==> src/rtl/interrupt_controller.sv <==
// rtl/interrupt_controller.sv - CP0 Status/Cause/EPC and interrupt entry/return sequencer
module interrupt_controller #(
    parameter logic [31:0] HANDLER_ADDR = 32'h0000_0080,
    parameter int          NUM_IRQ      = 6
) (
    input  logic                 clk,
    input  logic                 rst,
    input  logic [NUM_IRQ-1:0]   irq_in,
    input  logic                 boundary,
    input  logic [31:0]          pc_next,
    input  logic                 eret,
    input  logic                 mtc0_we,
    input  logic [4:0]           cp0_addr,
    input  logic [31:0]          mtc0_data,
    output logic [31:0]          mfc0_data,
    output logic [31:0]          cause_out,
    output logic [31:0]          epc_out,
    output logic                 flush,
    output logic                 pc_load,
    output logic [31:0]          pc_target,
    output logic [NUM_IRQ-1:0]   irq_ack
);

    typedef enum logic [2:0] {
        S_IDLE,
        S_FLUSH,
        S_VECTOR,
        S_HANDLER,
        S_RETURN
    } state_t;

    localparam logic [31:0] IRQ_FIELD   = ((32'd1 << NUM_IRQ) - 32'd1) << 10;
    localparam logic [31:0] STATUS_MASK = IRQ_FIELD | 32'h0000_0003;

    state_t               state_q, state_d;
    logic [31:0]          status_q, status_d;
    logic [31:0]          cause_q, cause_d;
    logic [31:0]          epc_q, epc_d;
    logic [NUM_IRQ-1:0]   line_q, line_d;

    logic [NUM_IRQ-1:0]   pending;
    logic [NUM_IRQ-1:0]   winner;
    logic                 take;

    assign pending = status_q[10 +: NUM_IRQ] & cause_q[10 +: NUM_IRQ];
    assign take    = (state_q == S_IDLE) && status_q[0] && !status_q[1]
                     && (|pending) && boundary;

    // Descending scan so the lowest-index pending line is the last one kept.
    always_comb begin
        winner = '0;
        for (int i = NUM_IRQ - 1; i >= 0; i--) begin
            if (pending[i]) begin
                winner    = '0;
                winner[i] = 1'b1;
            end
        end
    end

    always_comb begin
        state_d  = state_q;
        status_d = status_q;
        epc_d    = epc_q;
        line_d   = line_q;
        cause_d  = '0;
        cause_d[10 +: NUM_IRQ] = irq_in;

        if (mtc0_we && cp0_addr == 5'd12) status_d = mtc0_data & STATUS_MASK;
        if (mtc0_we && cp0_addr == 5'd14) epc_d = mtc0_data;

        // Hardware updates are applied last so they override a same-edge mtc0.
        case (state_q)
            S_IDLE: begin
                if (take) begin
                    state_d     = S_FLUSH;
                    epc_d       = pc_next;
                    status_d[1] = 1'b1;
                    line_d      = winner;
                end
            end
            S_FLUSH:   state_d = S_VECTOR;
            S_VECTOR:  state_d = S_HANDLER;
            S_HANDLER: if (eret) state_d = S_RETURN;
            S_RETURN: begin
                state_d     = S_IDLE;
                status_d[1] = 1'b0;
            end
            default:   state_d = S_IDLE;
        endcase
    end

    always_ff @(posedge clk or posedge rst) begin
        if (rst) begin
            state_q  <= S_IDLE;
            status_q <= '0;
            cause_q  <= '0;
            epc_q    <= '0;
            line_q   <= '0;
        end else begin
            state_q  <= state_d;
            status_q <= status_d;
            cause_q  <= cause_d;
            epc_q    <= epc_d;
            line_q   <= line_d;
        end
    end

    always_comb begin
        case (cp0_addr)
            5'd12:   mfc0_data = status_q;
            5'd13:   mfc0_data = cause_q;
            5'd14:   mfc0_data = epc_q;
            default: mfc0_data = '0;
        endcase
    end

    assign cause_out = cause_q;
    assign epc_out   = epc_q;
    assign flush     = (state_q == S_FLUSH);
    assign pc_load   = (state_q == S_VECTOR) || (state_q == S_RETURN);
    assign irq_ack   = (state_q == S_VECTOR) ? line_q : '0;

    always_comb begin
        case (state_q)
            S_VECTOR: pc_target = HANDLER_ADDR;
            S_RETURN: pc_target = epc_q;
            default:  pc_target = '0;
        endcase
    end

endmodule

==> config.mk <==
export PLATFORM = sky130hd
export DESIGN_NAME = interrupt_controller
export DESIGN_NICKNAME = d
export VERILOG_FILES = /design/src/rtl/interrupt_controller.sv
export SDC_FILE = /design/constraint.sdc
export NUM_CORES = 1
export LEC_CHECK = 0
export BUFFER_PORTS_ARGS = -buffer_cell sky130_fd_sc_hd__buf_2
export CAP_MARGIN = 20
export CORE_UTILIZATION = 39
export DETAILED_ROUTE_END_ITERATION = 12
export GPL_TIMING_DRIVEN = 1
export PLACE_DENSITY = 0.77
export SYNTH_ARGS = -nofsm -noshare
export SYNTH_HDL_FRONTEND = slang
export SYNTH_SLANG_ARGS = --single-unit
==> constraint.sdc <==
create_clock -name clk -period 1.8 [get_ports clk]
set_clock_uncertainty 0.15 [all_clocks]
set_input_delay 0.27 -clock clk [delete_from_list [all_inputs] [get_ports clk]]
set_output_delay 0.27 -clock clk [all_outputs]
set_load 0.005 [all_outputs]
== Yosys cells after proc, flatten, opt, wreduce, memory -nomap -nowiden ==
Index checks and enable logic that the tools add are counted.
Operators by class
  equality and inequality tests: 9
  multiplexer cells: 18
  bitwise operators: 1
  reduce and logical (&&, ||, !) cells: 12
Operators with widths (count)
  $mux 32: 3
  $pmux 32 s3: 1
  $pmux 32 s2: 1
  $mux 6: 7
  $eq 5x4->1 const B: 3
  $pmux 3 s4: 1
  $and 6x6->6: 1
  $eq 3x2->1 const B: 2
  $logic_and 1x1->1: 6
  $mux 3: 2
  $reduce_or 6->1: 1
  $ne 2x2->1 const B: 2
  $reduce_and 2->1: 2
  $eq 3x1->1 const B: 1
  $eq 3x3->1 const B: 1
  $logic_not 3->1: 1
  $mux 2: 1
  $pmux 1 s2: 1
  $logic_not 1->1: 1
  $logic_or 1x1->1: 1
  $mux 1: 1
Storage, ports and cells
  register bits after elaboration: 55
  bits of input ports: 80
  logic and storage cells: 46

== Logic depth before layout (Yosys ltp) ==
  depth after elaboration: 7
  depth in mapped cells: 6
  depth with buffers taken out: 4

== Worst setup path before layout ==
OpenSTA, ideal clock, no wires.
  path kind: input-to-reg
  start point: in cp0_addr[0]
  end point: reg epc_q[10], in the netlist epc_out[10]
  arrival time: 1552 ps
  data required time: 1525 ps
  setup slack: -27 ps
  stages: 5
  cells stage by stage: nand4bb_1 -> nor2_1 -> buf_6 -> mux2_2 -> mux2_4
Between the ends
  word-level cells in the longest chain between the ends: 5
Ends and longest elaborated chain
  from (decl): RTL line 13  | input logic [4:0] cp0_addr,
  $eq 5x4->1 *: RTL line 69  | if (mtc0_we && cp0_addr == 5'd14) epc_d = mtc0_data;
  $logic_and 1x1->1 *: RTL line 69
  $mux 32 *: RTL line 69
  $mux 32: RTL line 74  | if (take) begin
  $mux 32 *: RTL line 72  | case (state_q)
  via epc_d[10]: RTL line 38  | logic [31:0] epc_q, epc_d;
  to (signal assigned): RTL line 103  | epc_q <= epc_d;
  to (decl): RTL line 38
The timed path passes the listed nets; every way through them passes the cells marked *.
A chain may end at the register's enable or synchronous reset.

== Worst setup path in the final report ==
  start point: reg state_q[2]
  end point: reg epc_q[19], in the netlist epc_out[19]
Between the ends
  word-level cells in the longest chain between the ends: 7
Ends and longest elaborated chain
  from (decl): RTL line 35  | state_t state_q, state_d;
  from (signal assigned): RTL line 100  | state_q <= state_d;
  $logic_not 3->1 *: RTL line 46, 72
  $logic_and 1x1->1 (2 in series): RTL line 46  | assign take = (state_q == S_IDLE) && status_q[0] && !status_q[1]
  $logic_and 1x1->1 (2 in series): RTL line 47  | && (|pending) && boundary;
  $mux 32: RTL line 74
  $mux 32 *: RTL line 72
  via epc_d[19]: RTL line 38
Marks and branches as above.

==> flow_summary.ini <==
[flow_run]
cap_violations = 0

[routing]
viasPerCell = 4.85
wire_per_inst_um = 16.7
dr.first_iter.drc_count = 61
vias = 3051
firstDrtPassIters = 4
wirelength_mm = 10.5
drtAntennaViolNets = 0
drc = 0

[yosys]
ys_seq_elements = 55
yosysWarnings = 0
syn-cell-area_um2 = 3480
synth_top_area_cell = dfrtp_1
synth_area_leaders = dfrtp_1 40%, mux2_4 15%, mux2_2 13%, buf_4 5.6%, and2_1 5.6%
synth_edf_count = 0
yosysSeqAreaShare_pct = 39.5
synthDistinctLibCells = 33
netlist_instances = 300
synth_top_area_share_pct = 39.5
async_reset_ff_share_pct = 100
syn_avg_cell_area_um2 = 11.6
yosys_most_used_dff = dfrtp_1

[clock_network]
clkSinkCount = 55
cts_tree = yes
cts.reportedPaths.clkPinSlew_ps = 100
clock_latency_ps = 300
htree_levels = 2
clockBufferDepth = 2
root_buffer = clkbuf_8
cts_made_buffers = 5

[timing]
worst_slack_ps = -74.0
tns_ps = -2780
slew_headroom_pct = 61.1
maxSlewViolCount = 0
hold_viol = 0
min_period_ps = 1870
rsz0062_at_grt = true
setup_viol_count_final = 73
hold_ws_ps = 35.2
max_freq_ghz = 0.534
worst_pin_slew_ps = 582
finalCritPeriodShare_pct = 104

[hold_path]
hold_class = in -> reg

[floorplanning]
ioPinCount = 216
fp-row-count = 34
fp.dieH_um = 96.5
die_w_um = 96.5
die_area_um2 = 9310
design.core.area_um2 = 8680
start_util_pct = 40.1

[placed_design]
globalplace.congestion = 0.767
placed_area_um2 = 4580
hpwl_mm = 7.35
io_buffers = 189
place_inst = 602

[final_layout]
area_delta_synth_final_pct = 45.9
antenna_cells = 0
stdcell_area_um2 = 5080
drive_gt1_share_pct = 63.0
final_cells = 629
nNetsFinal = 600

[worst_setup_path]
crit_path_cell_trace = buf_6, nor2_4, nand4_4, a41o_4, buf_12, mux2_4
worstPathRequired_ps = 1840
crit_slowest_cell = dfrtp_2
cp_max_fo = 9
critical_path_class = reg -> reg
crit_arrival_ps = 1920
cp-start-kind = flop
crit_family = flip-flops
crit_buf_inv = 2
cp-end-kind = flop
cpPeakStageDelay_ps = 450

[run_status]
failed_checks = negative setup slack
run_status = complete, but fails checks

[power]
power_mw = 5.31
power.density_nw_per_um2 = 1040
p_leak_nw = 2.98
ir_drop_mv = 0.718

[global_routing]
grt-ovfl-total = 0
first_global_vias = 2864
grt_util_all_layers_pct = 20.4
grt_first_pass_wirelength_mm = 14.3
antenna_found_initial = 0
grt_max_degree = 33
per-stage QoR:
stage / setup WS [ps] / utilization (%)
floorplan: 37.1 / -
global placement: -103 / 52.8
detailed placement: -173 / 52.8
CTS: -37.4 / 56.7
global route: -124 / 58.6
finish: -74.0 / 58.6
sequential cells by signal, summed over array words and instances, names as in the netlist:
signal     cells
epc_out       32
status_q       8
cause_out      6
line_q         6
state_q        3
Yosys cell counts, drive strengths merged (7+ instances only):
cell type,number
mux2,74
dfrtp,55
buf,35
and3,33
and2,32
nand2,15
clkbuf,9
mux2i,9
nor2,9
o21ai,7
cells in the final DEF, fill, tap and decap left out, drive strengths merged:
| master | count |
|---|---|
| nand4bb | 1 |
| nor3 | 2 |
| mux2i | 9 |
| dlygate4sd3 | 7 |
| nor4b | 1 |
| conb | 26 |
| and2 | 32 |
| dfrtp | 55 |
| and3 | 33 |
| a22o | 1 |
| nand4 | 1 |
| nor3b | 2 |
| o21ai | 7 |
| clkbuf | 12 |
| a21oi | 2 |
| nor2 | 9 |
| nand2 | 15 |
| mux2 | 74 |
| or2 | 1 |
| a21o | 2 |
| a41o | 1 |
| buf | 221 |
| nand2b | 1 |
| nand3b | 1 |
| a32o | 1 |
| inv | 2 |
| a22oi | 2 |
cells by family after synthesis:
family	count (synthesis)	share of synthesized area (%)
mux	83	30.3
compound gates	16	3.30
simple gates	99	17.3
buf+inv	46	9.52
flops	55	39.5
other cells	1	0.108
report_power, final:
| part | leakage [nW] | total, mW | switching, mW | internal (mW) |
|---|---|---|---|---|
| Combinational | 2.24 | 2.48 | 0.957 | 1.53 |
| Clock | 0.0515 | 0.742 | 0.390 | 0.352 |
| Sequential | 0.691 | 2.08 | 0.420 | 1.66 |
| Total | 2.98 | 5.31 | 1.77 | 3.54 |
final timing paths:
kind	startpoint	endpoint	slack, ps	cells past startpoint
setup / recovery	state_q[2]	epc_out[19]	-70	6
hold / removal	pc_next[31]	epc_out[31]	40	2
setup reg to reg	state_q[2]	epc_out[19]	-70	6
hold reg to reg	line_q[3]	line_q[3]	340	1
max in group asynchronous	rst	status_q[0]	510	4
min in group asynchronous	rst	state_q[1]	410	3
what timing repair did:
action                                 4_1_cts  5_1_grt
setup buffers                                5        1
gates resized for setup                     27       13
gates cloned                                 2        5
hold buffers                                 7        0
setup endpoints to repair                   53       99
endpoints found under the hold margin       29        0
pin swaps                                    2        7
layer usage:
| layer | part of all wire, % | up-vias | routed length (um) | global-route usage, % |
|---|---|---|---|---|
| met4 | 0.89 | 0 | 94 | 5.02 |
| li1 | - | 1424 | - | - |
| met3 | 5.6 | 8 | 591 | 3.76 |
| met5 | 0 | - | 0 | 0 |
| met2 | 51 | 134 | 5360 | 37.0 |
| met1 | 43 | 1485 | 4480 | 24.9 |
cell type report:
type                            count  area (um^2)
Multi-Input combinational cell    224         1960
Tap cell                          108          135
Inverter                            2         7.51
Sequential cell                    55         1380
Clock buffer                        8          100
Timing Repair Buffer              232         1500
Fill cell                         738         3600
Power figures use the tool's default switching activity.
